`src/rtl/pixel_color_detect.sv`:
```
// pixel_color_detect: reads RGB565 words from the camera FIFO, classifies
// each pixel against per-channel inclusive windows, optionally highlights
// matches, and writes the result to a linear frame-buffer address.
// Build option: define PIXEL_COLOR_DETECT_BBOX_EN to add per-frame match
// statistics (bounding box, match count, hit flag). Without it the
// statistic outputs are tied to zero and the pixel path is identical.
module pixel_color_detect #(
  parameter int H_ACTIVE = 640,
  parameter int V_ACTIVE = 480
) (
  input  logic        i_clk,
  input  logic        i_rst,
  input  logic        i_flush,
  input  logic        i_sof,
  input  logic        i_mode,
  input  logic [4:0]  i_r_min,
  input  logic [4:0]  i_r_max,
  input  logic [5:0]  i_g_min,
  input  logic [5:0]  i_g_max,
  input  logic [4:0]  i_b_min,
  input  logic [4:0]  i_b_max,
  output logic        o_rd,
  input  logic [15:0] i_rdata,
  input  logic        i_almostempty,
  output logic        o_valid,
  output logic [18:0] o_addr,
  output logic [15:0] o_data,
  output logic        o_bbox_valid,
  output logic        o_hit,
  output logic [9:0]  o_xmin,
  output logic [9:0]  o_xmax,
  output logic [8:0]  o_ymin,
  output logic [8:0]  o_ymax,
  output logic [18:0] o_count
);

  localparam logic [18:0] LAST_ADDR = 19'(H_ACTIVE * V_ACTIVE - 1);
  localparam logic [15:0] HIGHLIGHT = 16'h07E0;

  typedef enum logic {
    IDLE = 1'b0,
    RUN  = 1'b1
  } state_t;

  state_t      state;
  logic        s1_valid;
  logic [18:0] addr_cnt;

  logic [4:0]  px_r;
  logic [5:0]  px_g;
  logic [4:0]  px_b;
  logic        px_match;
  logic [15:0] px_out;

  // Read-control FSM: IDLE until start-of-frame, then read whenever the FIFO is not almost empty
  always_ff @(posedge i_clk or posedge i_rst) begin
    if (i_rst) begin
      state <= IDLE;
      o_rd  <= 1'b0;
    end else if (i_flush) begin
      state <= IDLE;
      o_rd  <= 1'b0;
    end else begin
      if (i_sof) begin
        state <= RUN;
      end
      o_rd <= (i_sof || (state == RUN)) && !i_almostempty;
    end
  end

  // Capture stage: marks the cycle in which i_rdata carries the word requested by o_rd
  always_ff @(posedge i_clk or posedge i_rst) begin
    if (i_rst) begin
      s1_valid <= 1'b0;
    end else if (i_flush) begin
      s1_valid <= 1'b0;
    end else begin
      s1_valid <= o_rd;
    end
  end

  // Classification: a channel with min > max can never satisfy both bounds
  always_comb begin
    px_r     = i_rdata[15:11];
    px_g     = i_rdata[10:5];
    px_b     = i_rdata[4:0];
    px_match = (px_r >= i_r_min) && (px_r <= i_r_max) &&
               (px_g >= i_g_min) && (px_g <= i_g_max) &&
               (px_b >= i_b_min) && (px_b <= i_b_max);
    px_out   = (i_mode && px_match) ? HIGHLIGHT : i_rdata;
  end

  // Classify stage: registered frame-buffer write
  always_ff @(posedge i_clk or posedge i_rst) begin
    if (i_rst) begin
      o_valid <= 1'b0;
      o_addr  <= '0;
      o_data  <= '0;
    end else if (i_flush) begin
      o_valid <= 1'b0;
    end else begin
      o_valid <= s1_valid;
      if (s1_valid) begin
        o_addr <= addr_cnt;
        o_data <= px_out;
      end
    end
  end

  // Write address of the next emitted pixel; sof restarts it after the pixel emitted in the same cycle
  always_ff @(posedge i_clk or posedge i_rst) begin
    if (i_rst) begin
      addr_cnt <= '0;
    end else if (i_flush || i_sof) begin
      addr_cnt <= '0;
    end else if (s1_valid) begin
      addr_cnt <= (addr_cnt == LAST_ADDR) ? '0 : addr_cnt + 19'd1;
    end
  end

`ifdef PIXEL_COLOR_DETECT_BBOX_EN

  localparam logic [9:0] LAST_X = 10'(H_ACTIVE - 1);
  localparam logic [8:0] LAST_Y = 9'(V_ACTIVE - 1);

  // x/y only feed the statistics, so they are built together with them
  logic [9:0]  x_cnt;
  logic [8:0]  y_cnt;
  logic        frame_end;

  logic [9:0]  acc_xmin, acc_xmax, nx_xmin, nx_xmax, fin_xmin, fin_xmax;
  logic [8:0]  acc_ymin, acc_ymax, nx_ymin, nx_ymax, fin_ymin, fin_ymax;
  logic [18:0] acc_cnt, nx_cnt, fin_cnt;
  logic        fin_pend;
  logic        fin_hit;

  assign frame_end = s1_valid && (addr_cnt == LAST_ADDR);
  assign fin_hit   = (fin_cnt != '0);

  // Raster position of the next emitted pixel, kept in step with addr_cnt
  always_ff @(posedge i_clk or posedge i_rst) begin
    if (i_rst) begin
      x_cnt <= '0;
      y_cnt <= '0;
    end else if (i_flush || i_sof) begin
      x_cnt <= '0;
      y_cnt <= '0;
    end else if (s1_valid) begin
      if (x_cnt == LAST_X) begin
        x_cnt <= '0;
        y_cnt <= (y_cnt == LAST_Y) ? '0 : y_cnt + 9'd1;
      end else begin
        x_cnt <= x_cnt + 10'd1;
      end
    end
  end

  // Accumulator values including the pixel currently being classified
  always_comb begin
    nx_xmin = acc_xmin;
    nx_xmax = acc_xmax;
    nx_ymin = acc_ymin;
    nx_ymax = acc_ymax;
    nx_cnt  = acc_cnt;
    if (s1_valid && px_match) begin
      if (x_cnt < acc_xmin) nx_xmin = x_cnt;
      if (x_cnt > acc_xmax) nx_xmax = x_cnt;
      if (y_cnt < acc_ymin) nx_ymin = y_cnt;
      if (y_cnt > acc_ymax) nx_ymax = y_cnt;
      nx_cnt = acc_cnt + 19'd1;
    end
  end

  // Running accumulators; reload to the empty state at frame end, sof or flush
  always_ff @(posedge i_clk or posedge i_rst) begin
    if (i_rst) begin
      acc_xmin <= '1;
      acc_xmax <= '0;
      acc_ymin <= '1;
      acc_ymax <= '0;
      acc_cnt  <= '0;
    end else if (i_flush || i_sof || frame_end) begin
      acc_xmin <= '1;
      acc_xmax <= '0;
      acc_ymin <= '1;
      acc_ymax <= '0;
      acc_cnt  <= '0;
    end else begin
      acc_xmin <= nx_xmin;
      acc_xmax <= nx_xmax;
      acc_ymin <= nx_ymin;
      acc_ymax <= nx_ymax;
      acc_cnt  <= nx_cnt;
    end
  end

  // Frame-end snapshot; staging it lets the next frame accumulate without a bubble
  always_ff @(posedge i_clk or posedge i_rst) begin
    if (i_rst) begin
      fin_pend <= 1'b0;
      fin_xmin <= '0;
      fin_xmax <= '0;
      fin_ymin <= '0;
      fin_ymax <= '0;
      fin_cnt  <= '0;
    end else if (i_flush) begin
      fin_pend <= 1'b0;
    end else begin
      fin_pend <= frame_end && !i_sof;
      if (frame_end && !i_sof) begin
        fin_xmin <= nx_xmin;
        fin_xmax <= nx_xmax;
        fin_ymin <= nx_ymin;
        fin_ymax <= nx_ymax;
        fin_cnt  <= nx_cnt;
      end
    end
  end

  // Published statistics; an empty frame reports all zeros, flush leaves them untouched
  always_ff @(posedge i_clk or posedge i_rst) begin
    if (i_rst) begin
      o_bbox_valid <= 1'b0;
      o_hit        <= 1'b0;
      o_xmin       <= '0;
      o_xmax       <= '0;
      o_ymin       <= '0;
      o_ymax       <= '0;
      o_count      <= '0;
    end else if (i_flush) begin
      o_bbox_valid <= 1'b0;
    end else begin
      o_bbox_valid <= fin_pend;
      if (fin_pend) begin
        o_hit   <= fin_hit;
        o_xmin  <= fin_hit ? fin_xmin : '0;
        o_xmax  <= fin_hit ? fin_xmax : '0;
        o_ymin  <= fin_hit ? fin_ymin : '0;
        o_ymax  <= fin_hit ? fin_ymax : '0;
        o_count <= fin_cnt;
      end
    end
  end

`else

  assign o_bbox_valid = 1'b0;
  assign o_hit        = 1'b0;
  assign o_xmin       = '0;
  assign o_xmax       = '0;
  assign o_ymin       = '0;
  assign o_ymax       = '0;
  assign o_count      = '0;

`endif

endmodule

```
`config.mk`:
```
export PLATFORM = sky130hd
export DESIGN_NAME = pixel_color_detect
export DESIGN_NICKNAME = d
export VERILOG_FILES = /design/src/rtl/pixel_color_detect.sv
export SDC_FILE = /design/constraint.sdc
export NUM_CORES = 1
export LEC_CHECK = 0
export CORE_MARGIN = 2
export CORE_UTILIZATION = 44
export CTS_CLUSTER_DIAMETER = 100
export DETAILED_ROUTE_END_ITERATION = 6
export GPL_TIMING_DRIVEN = 0
export PLACE_DENSITY = 0.9
export SETUP_SLACK_MARGIN = 0.4
export SLEW_MARGIN = 5
export SYNTH_ARGS = -nofsm -noshare
export SYNTH_HDL_FRONTEND = slang
export SYNTH_SLANG_ARGS = --single-unit
export TNS_END_PERCENT = 10
```
`constraint.sdc`:
```
create_clock -name i_clk -period 2.4 [get_ports i_clk]
set_input_delay 0.48 -clock i_clk [delete_from_list [all_inputs] [get_ports i_clk]]
set_output_delay 0.48 -clock i_clk [all_outputs]
set_load 0.02 [all_outputs]
```
# [Word-level counts from Yosys, hierarchy flattened]
# Cells that the tools add are included.
[word_totals] reg_bits=58 input_bits=54
[classes] add_sub_neg=1 magnitude_cmp=6 n_eq_ne=1 muxes=9 bitwise_logic=1 n_reduce_logical=13
[ops] cell="$mux W19" n=3
[ops] cell="$add A19 B1 Y19 const B" n=1
[ops] cell="$eq A19 B19 Y1 const B" n=1
[ops] cell="$mux W16" n=1
[ops] cell="$ge A5 B5 Y1" n=2
[ops] cell="$le A5 B5 Y1" n=2
[ops] cell="$logic_and A1 B1 Y1" n=7
[ops] cell="$ge A6 B6 Y1" n=1
[ops] cell="$le A6 B6 Y1" n=1
[ops] cell="$mux W1" n=5
[ops] cell="$reduce_bool A2 Y1" n=2
[ops] cell="$logic_or A1 B1 Y1" n=2
[ops] cell="$reduce_and A2 Y1" n=1
[ops] cell="$logic_not A1 Y1" n=1
[ops] cell="$not A1 Y1" n=1

# [Logic depth before layout (Yosys ltp)]
[logic_depth] ltp_word=8 mapped_depth=8 mapped_depth_nobuf=7

# [Least setup slack after synthesis]
# OpenSTA, ideal clock, no wires.
[synth_path] path_kind="in2reg" from="in i_b_max[1]" to="reg o_data[10]" setup_time_ns=0.084 t_arrival_ns=1.824 required_time_ns=2.316 setup_slack_ns=0.492 stages=7 n_path_buf=0 path_cell_list="inv_1 -> ha_1 -> nor2b_1 -> o31ai_1 -> a21oi_1 -> or4_4 -> o21ai_0"
[synth_between] elab_chain_len=4
[synth_rtl] element="start, declared" line_no="21" source="input logic [4:0] i_b_max,"
[synth_rtl] element="$le A5 B5 Y1" line_no="89" source="(px_b >= i_b_min) && (px_b <= i_b_max);"
[synth_rtl] element="$logic_and A1 B1 Y1" line_no="89"
[synth_rtl] element="$logic_and A1 B1 Y1" line_no="90" source="px_out = (i_mode && px_match) ? HIGHLIGHT : i_rdata;"
[synth_rtl] element="$mux W16" line_no="90"
[synth_rtl] element="end signal, assigned" line_no="105" source="o_data <= px_out;"
[synth_rtl] element="end, declared" line_no="27" source="output logic [15:0] o_data,"
# Every way passes these cells.
# A chain may end at the register's enable or synchronous reset.

# [Final worst setup path]
[layout_path] from="in i_b_min[0]" to="reg o_data[7]"
[layout_between] elab_chain_len=5
[layout_rtl] element="start, declared" line_no="20" source="input logic [4:0] i_b_min,"
[layout_rtl] element="$ge A5 B5 Y1" line_no="89"
[layout_rtl] element="$logic_and A1 B1 Y1" line_no="88" source="(px_g >= i_g_min) && (px_g <= i_g_max) &&"
[layout_rtl] element="$logic_and A1 B1 Y1" line_no="89"
[layout_rtl] element="$logic_and A1 B1 Y1" line_no="90"
[layout_rtl] element="$mux W16" line_no="90"
# Every way passes these cells.

==> results.sh <==
export IMPL_status="finished clean"
export IMPL_drc_errors=0
export IMPL_required_ns=2.66
export IMPL_dp_cells=634
export IMPL_nets=636
export IMPL_grt_usage=0.211
export IMPL_clockPowerShare=0.279
export IMPL_io_buffer_count=90
export IMPL_cts_buffer_depth=2
export IMPL_layout_cells_non_filler=658
export IMPL_fp_dieW_um=96.8
export IMPL_fmax_ghz=0.466
export IMPL_period_share=0.894
export IMPL_finalHoldViolCount=0
export IMPL_wl_mm=11.6
export IMPL_syn_area_mm2=0.00379
export IMPL_fin_crit_ns=2.15
export IMPL_antennaDiodeCount=0
export IMPL_postRouteAntennaNets=0
export IMPL_seq_power_share=0.390
export IMPL_worstPathArrival_ns=2.41
export IMPL_ys_async_sr_fraction=1.00
export IMPL_path_max_fanout=6
export IMPL_layout_commonest_cell="buf_4"
export IMPL_gp_congestion=0.889
export IMPL_critPathKind="in -> reg"
export IMPL_highest_layer="met4"
export IMPL_synth_adder_area_share=0.109
export IMPL_p_total_mw=2.82
export IMPL_synth_edf_count=0
export IMPL_p_per_area_mw_per_mm2=495
export IMPL_pre_cts_slack_ns=-0.263
export IMPL_synth_cell_type_count=51
export IMPL_met2_length_mm=5.92
export IMPL_synth_xor_xnor_area_share=0.0300
export IMPL_setup_viol=0
export IMPL_vdd_drop_max_mv=0.338
export IMPL_fillCellCount=550
export IMPL_switching_share=0.324
export IMPL_cp_end_kind="register"
export IMPL_grt_overflow=0
export IMPL_synthMuxAreaShare=0.102
export IMPL_p_leak_nw=2.80
export IMPL_ys_seq_area_frac=0.383
export IMPL_switchingPower_uw=915
export IMPL_clk_latency_ns=0.34
export IMPL_first_pass_iters=4
export IMPL_internal_power_mw=1.91
export IMPL_wl_per_cell_um=17.7
export IMPL_worst_setup_path_start_kind="input pin"
export IMPL_die_h_um=96.8
export IMPL_fin_skew_ns=0.0128
export IMPL_grt_pass1_vias=3291
export IMPL_synth_top_family_by_area="buffers and inverters"
export IMPL_coreArea_mm2=0.00830
export IMPL_synth_warnings=0
export IMPL_antenna_found_initial=0
export IMPL_cts_root_buf="clkbuf_8"
export IMPL_slew_viol_final=0
export IMPL_clk_pin_slew_ns=0.07
export IMPL_maxCapViolCount=0
export IMPL_grt_pass1_wl_mm=16.2
export IMPL_cts_tree="built"
export IMPL_vias=3312
export IMPL_synth_cells=380
export IMPL_avgSynthCellArea_um2=9.98
export IMPL_drt_iter0_markers=189
export IMPL_fin_ws_ns=0.254
export IMPL_synthSimpleGateAreaFrac=0.134
export IMPL_area_delta_synth_final_pct=50.4
export IMPL_tns_ns=0
export IMPL_cts_sinks=58
export IMPL_multi_input_area_mm2=0.00232
export IMPL_ys_flop_type="dfrtp_1"
export IMPL_wl_met1_mm=4.60
export IMPL_regArea_mm2=0.00145
export IMPL_cts_max_level=3
export IMPL_cts_made_buffers=9
export IMPL_start_util=0.457
export IMPL_via_per_inst=5.03
export IMPL_wl_met3_um=719
export IMPL_min_path_type="in -> async"
export IMPL_final_cell_mix="67 x buf_4, 59 x conb_1, 58 x dfrtp_1, 58 x clkdlybuf4s50_1, 25 x nor2_1"
export IMPL_die_area_mm2=0.00938
export IMPL_rsz0062_at_grt="yes"
export IMPL_combPwrFrac=0.331
export IMPL_io_pins=150
export IMPL_num_rows=33
export IMPL_grt_max_degree=42
export IMPL_ys_seq_elements=58
export IMPL_drive_above_1_share=0.325
export IMPL_dpl_hpwl_mm=7.16
export IMPL_synth_compound_area_frac=0.0805
[final cells by class]
class                   instances  area share
well taps                     105      0.0230
repair buffers                100       0.178
flip-flops and latches         58       0.255
plain buffers                  67      0.0869
multi-input cells             281       0.407
clock buffers                  12      0.0272
clock inverters                 3     0.00263
inverters                      32      0.0211
[kinds of logic after synthesis]
kind of cell / Yosys count
AOI/OAI and AO/OA: 51
and+or+nand+nor: 89
muxes: 36
buffers and inverters: 99
adders and majority gates: 33
xor gates and xnor gates: 13
DFF: 58
other: 1
[sequential cells by signal, indices dropped and copies added (netlist names)]
signal,flops
o_data,16
s1_valid,1
o_valid,1
addr_cnt,19
o_rd,1
state,1
o_addr,19
[power by group through the flow]
stage,logic (mW),registers [mW],clock network [mW]
final,0.934,1.10,0.788
after CTS,0.816,1.09,0.811
after global placement,0.730,1.10,0
after global routing,0.982,1.10,0.863
after floorplan,0.354,1.19,0
after detailed placement,0.759,1.11,0
[timing repair]
action | CTS | global route
hold buffers | 0 | 0
setup buffers | 5 | 2
endpoints found under the setup margin | 20 | 34
pin swaps | 32 | 24
gates cloned | 0 | 2
resized for setup | 54 | 65
[critical path, stage by stage]
cell	delay, ns
clkdlybuf4s50_1	0.42
ha_1	0.30
nor2b_1	0.09
o21ai_2	0.21
a31oi_2	0.14
or4_4	0.61
o21ai_2	0.15
[through the flow]
step,hold slack [ns],util,instance area (um2)
after floorplan,0.450,-,4010
after global placement,0.469,0.607,5040
after detailed placement,0.474,0.610,5060
after CTS,0.449,0.652,5410
after global routing,0.471,0.687,5700
final,0.450,0.687,5700
[synthesized netlist by cell type, types with 2 or more instances]
master / count / share of area
a21o_1: 3 / 0.0059
a21oi_1: 22 / 0.029
a31oi_1: 2 / 0.0033
and3_1: 2 / 0.0033
and4_1: 4 / 0.0092
buf_2: 3 / 0.0040
buf_4: 62 / 0.12
dfrtp_1: 58 / 0.38
ha_1: 33 / 0.11
inv_1: 32 / 0.032
mux2_2: 20 / 0.059
mux2i_1: 16 / 0.042
nand2_1: 12 / 0.012
nand2b_1: 2 / 0.0033
nand3_1: 13 / 0.017
nand4_1: 8 / 0.013
nand4b_1: 2 / 0.0046
nor2_1: 25 / 0.025
nor2b_1: 5 / 0.0083
nor3_1: 2 / 0.0026
nor4b_1: 2 / 0.0046
o21ai_0: 9 / 0.012
o21ai_1: 3 / 0.0040
o31ai_1: 2 / 0.0040
xnor2_1: 4 / 0.0092
xor2_1: 9 / 0.021
[final timing paths]
check	from	endpoint	slack, ns	cells after the start
worst max-delay path	i_b_min[0]	o_data[7]	0.25	7
worst min-delay path	i_rst	o_data[14]	0.45	2
worst max register to register	s1_valid	o_addr[9]	0.47	5
worst min register to register	state	state	0.48	2
max in group asynchronous	i_rst	o_addr[14]	1.39	3
min in group i_clk	state	state	0.48	2
[layer usage]
metal / global-route usage / vias to the layer above
met1: 0.246 / 1580
met3: 0.0592 / 36
met4: 0.0888 / 0
met2: 0.364 / 158
met5: 0 / -
li1: - / 1538
Note: power is estimated with default switching activity, not from simulation.
